**src/rtl/cpu_pkg.sv**
```systemverilog
// Shared CPU definitions: fetch FSM states, address widths, and the
// symbolic indices into the branch-target table.
package cpu_pkg;

    typedef enum logic [1:0] {
        IDLE = 2'd0,
        RUN  = 2'd1,
        DONE = 2'd2
    } pc_state_t;

    localparam int unsigned PC_W  = 8;
    localparam int unsigned IDX_W = 4;

    // Entries in the branch-target table, one slot per program branch site
    localparam logic [IDX_W-1:0] PROG1_LOOP       = 4'd0;
    localparam logic [IDX_W-1:0] PROG2_LOOP       = 4'd1;
    localparam logic [IDX_W-1:0] PROG3_LOOP       = 4'd2;
    localparam logic [IDX_W-1:0] PROG1_EXIT       = 4'd3;
    localparam logic [IDX_W-1:0] PROG2_EXIT       = 4'd4;
    localparam logic [IDX_W-1:0] PROG3_EXIT       = 4'd5;
    localparam logic [IDX_W-1:0] PROG1_SKIP       = 4'd6;
    localparam logic [IDX_W-1:0] PROG2_SKIP       = 4'd7;
    localparam logic [IDX_W-1:0] PROG3_LAST_ENTRY = 4'd8;

endpackage

```
**src/rtl/prog_ctr_branch_sat_counter.sv**
```systemverilog
// Saturating up-counter with synchronous clear; clear has priority over increment.
module sat_counter #(
    parameter int unsigned CNT_W = 16
) (
    input  logic             clk,
    input  logic             rst,
    input  logic             inc,
    input  logic             clr,
    output logic [CNT_W-1:0] count
);

    always_ff @(posedge clk or posedge rst) begin
        if (rst) begin
            count <= '0;
        end else if (clr) begin
            count <= '0;
        end else if (inc && (count != '1)) begin
            count <= count + 1'b1;
        end
    end

endmodule

```
**src/rtl/prog_ctr_branch.sv**
```systemverilog
// Fetch-side program counter: sequences a run from Start to Halt, follows
// taken branches through the zero-latency target table, counts retirements.
module prog_ctr_branch #(
    parameter int unsigned    PC_W     = cpu_pkg::PC_W,
    parameter int unsigned    IDX_W    = cpu_pkg::IDX_W,
    parameter int unsigned    CNT_W    = 16,
    parameter logic [PC_W-1:0] START_PC = '0
) (
    input  logic             Clk,
    input  logic             Reset,
    input  logic             Start,
    input  logic             Stall,
    input  logic             BranchEn,
    input  logic [IDX_W-1:0] BranchIdx,
    input  logic             Halt,
    input  logic [PC_W-1:0]  LutTarget,
    output logic [IDX_W-1:0] LutAddr,
    output logic [PC_W-1:0]  ProgCtr,
    output logic             Busy,
    output logic             Done,
    output logic             Overflow,
    output logic [CNT_W-1:0] InstCount
);

    import cpu_pkg::*;

    pc_state_t state;
    logic      cnt_inc;
    logic      cnt_clr;

    assign LutAddr = BranchIdx;

    // Every non-stalled RUN cycle retires one instruction, halt included
    assign cnt_inc = (state == RUN) && !Stall;
    assign cnt_clr = (state != RUN) && Start;

    sat_counter #(
        .CNT_W(CNT_W)
    ) u_inst_cnt (
        .clk  (Clk),
        .rst  (Reset),
        .inc  (cnt_inc),
        .clr  (cnt_clr),
        .count(InstCount)
    );

    always_ff @(posedge Clk or posedge Reset) begin
        if (Reset) begin
            state    <= IDLE;
            ProgCtr  <= START_PC;
            Busy     <= 1'b0;
            Done     <= 1'b0;
            Overflow <= 1'b0;
        end else begin
            case (state)
                IDLE, DONE: begin
                    if (Start) begin
                        state    <= RUN;
                        ProgCtr  <= START_PC;
                        Busy     <= 1'b1;
                        Done     <= 1'b0;
                        Overflow <= 1'b0;
                    end
                end
                RUN: begin
                    if (Stall) begin
                        state <= RUN;
                    end else if (Halt) begin
                        state <= DONE;
                        Busy  <= 1'b0;
                        Done  <= 1'b1;
                    end else if (BranchEn) begin
                        ProgCtr <= LutTarget;
                    end else begin
                        ProgCtr <= ProgCtr + 1'b1;
                        if (ProgCtr == '1) begin
                            Overflow <= 1'b1;
                        end
                    end
                end
                default: begin
                    state <= IDLE;
                    Busy  <= 1'b0;
                    Done  <= 1'b0;
                end
            endcase
        end
    end

endmodule

```
**config.mk**
```make
export PLATFORM = sky130hd
export DESIGN_NAME = prog_ctr_branch
export DESIGN_NICKNAME = d
export VERILOG_FILES = /design/src/rtl/cpu_pkg.sv /design/src/rtl/prog_ctr_branch_sat_counter.sv /design/src/rtl/prog_ctr_branch.sv
export SDC_FILE = /design/constraint.sdc
export NUM_CORES = 1
export LEC_CHECK = 0
export CORE_MARGIN = 2
export CORE_UTILIZATION = 51
export DETAILED_ROUTE_END_ITERATION = 16
export GPL_TIMING_DRIVEN = 0
export PLACE_DENSITY = 0.92
export SKIP_LAST_GASP = 1
export SYNTH_ARGS = -nofsm -noshare
export SYNTH_HDL_FRONTEND = slang
export SYNTH_SLANG_ARGS = --single-unit
```
**constraint.sdc**
```tcl
create_clock -name Clk -period 3.6 [get_ports Clk]
set_clock_uncertainty 0.2 [all_clocks]
set_input_delay 0.72 -clock Clk [delete_from_list [all_inputs] [get_ports Clk]]
set_output_delay 0.72 -clock Clk [all_outputs]
set_load 0.1 [all_outputs]
```
== Word-level counts from Yosys, hierarchy flattened ==
Cells that the tools add are included.

* Flip-flop bits (word level): 29
* Input port bits: 18

* $add $sub $neg: 2
* Eq/ne operators: 12
* Muxes and demuxes: 24
* Reduce and logical (&&, ||, !) cells: 12

{| class="wikitable"
|+ Operators with widths
! cell !! number
|-
| $mux 16 || 2
|-
| $mux 8 || 4
|-
| $add 16x1->16 const B || 1
|-
| $ne 16x16->1 const B || 1
|-
| $pmux 8 s2 || 1
|-
| $mux 1 || 10
|-
| $ne 2x2->1 const B || 5
|-
| $add 8x1->8 const B || 1
|-
| $eq 8x8->1 const B || 1
|-
| $mux 2 || 3
|-
| $pmux 1 s2 || 3
|-
| $reduce_and 6->1 || 1
|-
| $ne 2x1->1 const B || 2
|-
| $pmux 2 s2 || 1
|-
| $reduce_and 4->1 || 1
|-
| $reduce_bool 2->1 || 2
|-
| $logic_and 1x1->1 || 3
|-
| $ne 3x3->1 const B || 1
|-
| $reduce_and 3->1 || 1
|-
| $eq 2x1->1 const B || 1
|-
| $eq 2x2->1 const B || 1
|-
| $logic_not 2->1 || 1
|-
| $reduce_and 2->1 || 1
|-
| $reduce_or 2->1 || 1
|-
| $logic_not 1->1 || 1
|}

== Longest topological paths before layout ==
* Depth after elaboration: 6
* Gate-level depth with buffers: 5
* Mapped depth without buffers: 5

== Cells and area by module ==
Synthesis repeated with hierarchy kept, for this count alone.

* Cell total of the unflattened synthesis: 189
* Area, all modules: 1726.7 µm²

{| class="wikitable"
|+ Modules (own cells, without submodules)
! module !! times used !! cells each !! area an instance (µm²) !! seq. area each (µm²)
|-
| sat_counter || 1 || 101 || 932.1 || 400.4
|-
| prog_ctr_branch || 1 || 88 || 794.5 || 325.3
|}

== Worst setup path after synthesis ==
Ideal clock, no wire load.

* Path type: reg2reg
* From: register u_inst_cnt.count[0]
* To: register u_inst_cnt.count[0]
* Arrival: 2.331 ns
* Required time: 3.307 ns
* Setup slack: 0.976 ns
* Cell stages (with the launch flop): 6
* Path buffers: 0
* Cells stage by stage: dfrtp_1 -> ha_1 -> nand2_1 -> or4_1 -> o21ai_1 -> mux2i_1

* Longest elaborated chain between the ends: 3
* Elaborated cells on any way between the ends: 6
* Those cells by class: add/sub: 1; eq/ne: 1; mux: 2; reduce/logical: 2

{| class="wikitable"
|+ RTL lines
! element !! line !! RTL
|-
| start: declaration || prog_ctr_branch_sat_counter.sv:9 || <nowiki>output logic [CNT_W-1:0] count</nowiki>
|-
| start signal: assignment || prog_ctr_branch_sat_counter.sv:18 || <nowiki>count <= count + 1'b1;</nowiki>
|-
| $add 16x1->16 / $ne 16x16->1 (equally long branches) || prog_ctr_branch_sat_counter.sv:18, prog_ctr_branch_sat_counter.sv:17 ||
|-
| $mux 16 / $logic_and 1x1->1 (equally long branches) || prog_ctr_branch_sat_counter.sv:17 || <nowiki>end else if (inc && (count != '1)) begin</nowiki>
|-
| $mux 16 / $reduce_bool 2->1 (equally long branches) || -- ||
|}

Parallel ways exist; a longest one is shown, timed or not. The select of a mux whose other input is x is not followed.
A chain may end at the register's enable or synchronous reset.

== Final worst setup path ==
* From: register u_inst_cnt.count[7]
* To: output port InstCount[7]

{| class="wikitable"
|+ RTL lines
! element !! line !! RTL
|-
| end: declaration || prog_ctr_branch.sv:22 || <nowiki>output logic [CNT_W-1:0] InstCount</nowiki>
|}

No word-level cell between the ends.

==> results by group <==
Outcome
  – Outcome: finished clean

Run
  – Max-Cap Viols: 0

Clock network
  – CTS tree: done
  – H-tree level count: 2
  – Clk pin slew, worst setup/hold paths: 80 ps
  – Max Buffers Root-to-Sink: 2
  – Post-CTS resize count: 0
  – # clock sinks: 29
  – Clk root buf: clkbuf_4
  – Worst skew pair latency: 330 ps
  – CTS Buf Count: 5
  – Setup Buffers After CTS: 0
  – # hold bufs at CTS: 0

Timing
  – Period utilization: 0.817
  – Fin. max-slew vios: 0
  – Relative slew slack: 0.291
  – Endpoints failing hold: 0
  – RSZ-0062 raised after global routing: no
  – Worst Max-Slew Pin Slew: 1060 ps
  – Final min period: 2940 ps
  – Fmax: 340 MHz
  – Post-route setup TNS: 0 ps
  – Setup violations, final: 0

Power
  – P per Cell Area: 601 mW/mm^2
  – Peak supply drop: 0.549 mV
  – Pleak: 0.919 nW

Placed design
  – Routability cong.: 0.880
  – I/O Buffers: 43
  – Placed Area: 0.00216 mm^2
  – Dpl hpwl: 2860 um

Critical path
  – Max stage delay on crit path: 1190 ps
  – CP max-delay cell: clkdlybuf4s50_1
  – Crit-path cells: clkdlybuf4s50_1
  – Crit path launch type: flop
  – WP buf/inv: 1
  – Crit path max-delay family: buffers and inverters
  – Worst Path Arrival: 2020 ps
  – Type of the worst setup path: flop to primary output
  – Crit end category: primary output
  – Critical Path RT: 2680 ps
  – Crit-path max FO: 7

Layout
  – Area occupied by multi-input gates: 878 um^2
  – Nets@finish: 248
  – Layout cell share with drive strength beyond 1: 0.0830
  – Reg area: 726 um^2
  – Fillers: 254
  – Antenna diodes: 0
  – Area growth from synthesis to layout: 32.1%
  – Cell area after layout: 0.00221 mm^2

Yosys
  – #FFs+latches synth: 29
  – Syn Area/Cell: 9.40 um^2
  – Asr flop ratio synth: 1.00
  – Area leader, netlist: dfrtp_1
  – Area share of the largest cell type after synthesis: 0.434
  – Netlist cell types: 44
  – Ys flop type: dfrtp_1
  – Warnings, synthesis: 0
  – Post-synth EDFFs: 0
  – Sequential area share after synthesis: 0.434
  – Top cells by area, synth: dfrtp_1, nand2_1, a21oi_1
  – Post-Syn Nets: 198
  – Most numerous cell in the Yosys netlist: dfrtp_1
  – Post-Synthesis Cells: 178
  – Mapped cell area: 0.00167 mm^2
  – Top cells by count, synth: dfrtp_1, nand2_1, a21oi_1, nor2_1, o21ai_0

Floorplan
  – Die area: 0.00375 mm^2
  – Die Width: 61.3 um
  – Rows: 20
  – Ports: 49
  – Core footprint: 0.00308 mm^2
  – Initial Utilization: 0.543
  – Die Y: 61.3 um

Global route
  – GR Overflow Total: 0
  – Gr usage total: 0.229
  – Vias in the first global route: 1409
  – First-pass GRT wire length: 6270 um
  – Initial antenna violation count: 0
  – Largest net degree at the start of global routing: 30

Min path
  – Hold WC Path Type: flop to flop

Route
  – Total Wirelength: 3920 um
  – Met3 wire len: 198 um
  – Met2 wire length: 1860 um
  – Routed vias/inst: 5.80
  – WL per Instance: 14.4 um
  – Top layer in use: met4
  – Initial drt markers: 68
  – DRT antenna net count: 0
  – Residual DRC: 0
  – Vias: 1584
  – Drt pass-1 iters: 4
  – Routed met1 length: 1790 um
kinds of logic (layout without fill, tap and decap cells):
kind of cell	after synthesis	in the layout	synth area share
flip-flops	29	29	0.434
AND/OR/NAND/NOR	76	76	0.273
adder cells (fa/ha/maj)	2	2	0.0150
buffers and inverters	14	65	0.0411
AO/OA/AOI/OAI	51	51	0.200
multiplexers	6	6	0.0366
cell usage in the layout, fill, tap and decap left out, drive strengths merged, types with 2 or more instances in the layout:
master	netlist	routed
a211oi	2	2
a21oi	12	12
a22o	4	4
a22oi	2	2
and2	3	3
and3	7	7
and4	3	3
buf	5	5
clkbuf	4	10
clkdlybuf4s50	0	43
clkinv	0	2
dfrtp	29	29
ha	2	2
inv	5	5
mux2i	5	5
nand2	20	20
nand2b	3	3
nand3	6	6
nand4	2	2
nor2	9	9
nor2b	2	2
nor3	7	7
nor3b	2	2
nor4	3	3
o21ai	15	15
o2bb2ai	5	5
o31ai	4	4
or4	5	5
state kept, by name, summed over array words and instances (netlist names):
register,flops
u_inst_cnt.count,16
ProgCtr,8
state,2
Busy,1
Done,1
Overflow,1
final timing paths:
check                                                start                         endpoint  slack, ps  cells after the start
max in group asynchronous                            Reset  u_inst_cnt.count[0]$_DFFE_PP0P_       1800                      2
min reg2reg                               Busy$_DFFE_PP0P_                 Busy$_DFFE_PP0P_        290                      2
max                        u_inst_cnt.count[7]$_DFFE_PP0P_                     InstCount[7]        660                      1
max reg2reg                u_inst_cnt.count[0]$_DFFE_PP0P_  u_inst_cnt.count[2]$_DFFE_PP0P_       1490                      5
min in group asynchronous                            Reset  u_inst_cnt.count[8]$_DFFE_PP0P_        750                      2
min                                       Busy$_DFFE_PP0P_                 Busy$_DFFE_PP0P_        290                      2
worst reg2reg max path, delay by kind of cell, from the launching register on:
family                   cells  cell delay [ps]
AO/OA/AOI/OAI                1              270
AND/OR/NAND/NOR              3              980
adder cells (fa/ha/maj)      1              180
flip-flops                   1              400
final cells by class:
| class | instances | share of cell area |
|---|---|---|
| Buffer | 9 | 0.0227 |
| Clock buffer | 6 | 0.0187 |
| Clock inverter | 2 | 0.00453 |
| Tap cell | 44 | 0.0249 |
| Sequential cell | 29 | 0.328 |
| Multi-Input combinational cell | 135 | 0.398 |
| Inverter | 5 | 0.00849 |
| Timing Repair Buffer | 43 | 0.195 |
metal layers:
metal | up-vias | track usage
li1 | 772 | -
met1 | 753 | 0.309
met2 | 51 | 0.353
met3 | 8 | 0.0567
met4 | 0 | 0.0963
met5 | - | 0
power by group:
part           switching, W  total (W)  internal (W)
Combinational      0.000506   0.000691      0.000185
Clock              0.000115   0.000189     0.0000742
Sequential        0.0000678   0.000448      0.000380
stage by stage:
step | total power (W) | setup slack, ps | utilization | hold slack [ps] | cells
after detailed placement | 0.00115 | 748 | 0.701 | 269 | 265
after floorplan | 0.000976 | 976 | - | 369 | 178
after CTS | 0.00133 | 652 | 0.718 | 290 | 273
after global routing | 0.00139 | 608 | 0.718 | 328 | 273
final | 0.00133 | 659 | 0.718 | 287 | 273
after global placement | 0.00114 | 769 | 0.701 | 272 | 265
Note: power is estimated with default switching activity, not from simulation.
==> patch: new RTL, config.mk and constraints unchanged <==
Set the package constant `IDX_W` to 5 (it was 4).
--- a/src/rtl/cpu_pkg.sv
+++ b/src/rtl/cpu_pkg.sv
@@ -9,7 +9,7 @@
     } pc_state_t;
 
     localparam int unsigned PC_W  = 8;
-    localparam int unsigned IDX_W = 4;
+    localparam int unsigned IDX_W = 5;
 
     // Entries in the branch-target table, one slot per program branch site
     localparam logic [IDX_W-1:0] PROG1_LOOP       = 4'd0;
Interface: changed (resized BranchIdx and LutAddr); port bits go from 49 to 51. The function was not compared with the original's and may differ.
==> patch against the unedited design <==
Synthesized area grew 0.45%. Routed wire length shrank 1.6%. Sequential cell count is the same. Register-to-register slack is essentially flat. Maximum frequency grew 0.28%. Cell count grew 0.37%. Worst setup slack gained 8.3 ps. Power grew 1.6%. Combinational power grew 0.7%. Design area grew 0.96%. First-iteration DRC count grew 66%. Critical path type unchanged. Highest routed layer unchanged.
==> patch: results <==
status:
  status: "finished, final reports clean"
global_routing:
  grt_pass1_vias: 1406
  grt_max_degree: 30
  antenna_found_initial: 0
  grt_usage: 0.224
  grt_pass1_wl_um: 6250
yosys:
  synth_seq_area_share: 0.432
  synth.net_count: 200
  synthArstFlopShare: 1.00
  ys_warn_count: 0
  synth.area.top_cells: "dfrtp_1, nand2_1, a21oi_1"
  synth_edf_count: 0
  ys_types: 44
  synth_common_cells: "dfrtp_1, nand2_1, a21oi_1"
worst_setup_path:
  path_delay_family: "buffers and inverters"
  r2r-start: "u_inst_cnt.count[0]"
  r2r_end: "u_inst_cnt.count[3]"
  reg2reg_slack_ps: 1490
  cp-startpoint: "u_inst_cnt.count[7]"
  crit_path_end: "InstCount[7]"
  worst_path_max_delay_cell: "clkdlybuf4s50_1"
  cpPeakStageDelay_ps: 1190
  path_max_fanout: 7
  r2r_cells: 5
  critPathArrivalTime_ps: 2010
finish:
  nets: 251
  top_regs: "u_inst_cnt.count: 16 flops, ProgCtr: 8 flops, state: 2 flops"
  num_antenna_cells: 0
  layout-drive-gt1-share: 0.0826
clock_tree:
  cts_resized: 0
  clockRootBuffer: "clkbuf_4"
  cts_max_path_buffers: 2
  clk_pin_slew_ps: 90
  cts-buffers-inserted: 5
  cts_setup_buffers: 0
  h-tree-depth: 2
  insertion_delay_ps: 330
sta:
  relSlewSlack: 0.288
routing:
  wirelength_um: 3860
  drtPass1Iterations: 4
  num_vias: 1593
  drt_iter0_drc: 113
placed_design:
  dpl.hpwl_um: 2790
  port_buffers: 44
  place_congestion: 0.867
power:
  p_leak_nw: 0.927
  peakVddDrop_uv: 540
min_path:
  hold_path.class: "reg2reg"
-- patch: metrics by stage --
| step | cells | util | setup slack, ps | power [W] | cell area [µm²] |
|---|---|---|---|---|---|
| 2_1_floorplan | 179 | - | 976 | 0.000981 | 1680 |
| 3_3_place_gp | 267 | 0.701 | 767 | 0.00114 | 2180 |
| 3_5_place_dp | 267 | 0.701 | 765 | 0.00115 | 2180 |
| 4_1_cts | 274 | 0.719 | 661 | 0.00135 | 2230 |
| 5_1_grt | 274 | 0.719 | 607 | 0.00141 | 2230 |
| 6_report | 274 | 0.719 | 667 | 0.00135 | 2230 |
-- patch: how the worst min path moves through the flow --
stage             start  endpoint  slack [ps]  cells past startpoint
6_report           Busy      Busy         290                      2
5_1_grt            Busy      Busy         310                      2
4_1_cts            Busy      Busy         310                      2
3_5_place_dp       Done      Done         280                      1
3_3_place_gp       Busy      Busy         280                      2
2_1_floorplan  state[0]  Overflow         370                      2
-- patch: cell families after synthesis --
family | synth area share
muxes | 0.0365
DFF | 0.432
AOI/OAI and AO/OA | 0.200
buffers and inverters | 0.0454
and+or+nand+nor | 0.272
adders and majority gates | 0.0149
-- patch: cell type report --
type	count	area, µm²
multi-input combinational	135	878
clock buffer	7	55.1
timing repair buffer	44	440
tap	44	55.1
fill	255	872
inverter	5	18.8
buffer	10	57.6
sequential	29	726
-- patch: per-layer routing --
layer / part of all wire / track usage / wire length, µm / vias up
li1: - / - / - / 777
met1: 0.45 / 0.289 / 1740 / 755
met2: 0.48 / 0.363 / 1850 / 55
met3: 0.057 / 0.0525 / 221 / 6
met4: 0.013 / 0.0942 / 51 / 0
met5: 0 / 0 / 0 / -
-- patch: where the power goes --
part | total, W | internal (W) | leakage [nW] | switching (W)
Sequential | 0.000451 | 0.000380 | 0.392 | 0.0000712
Clock | 0.000203 | 0.0000921 | 0.0314 | 0.000111
Combinational | 0.000696 | 0.000188 | 0.503 | 0.000508
Total | 0.00135 | 0.000660 | 0.927 | 0.000690
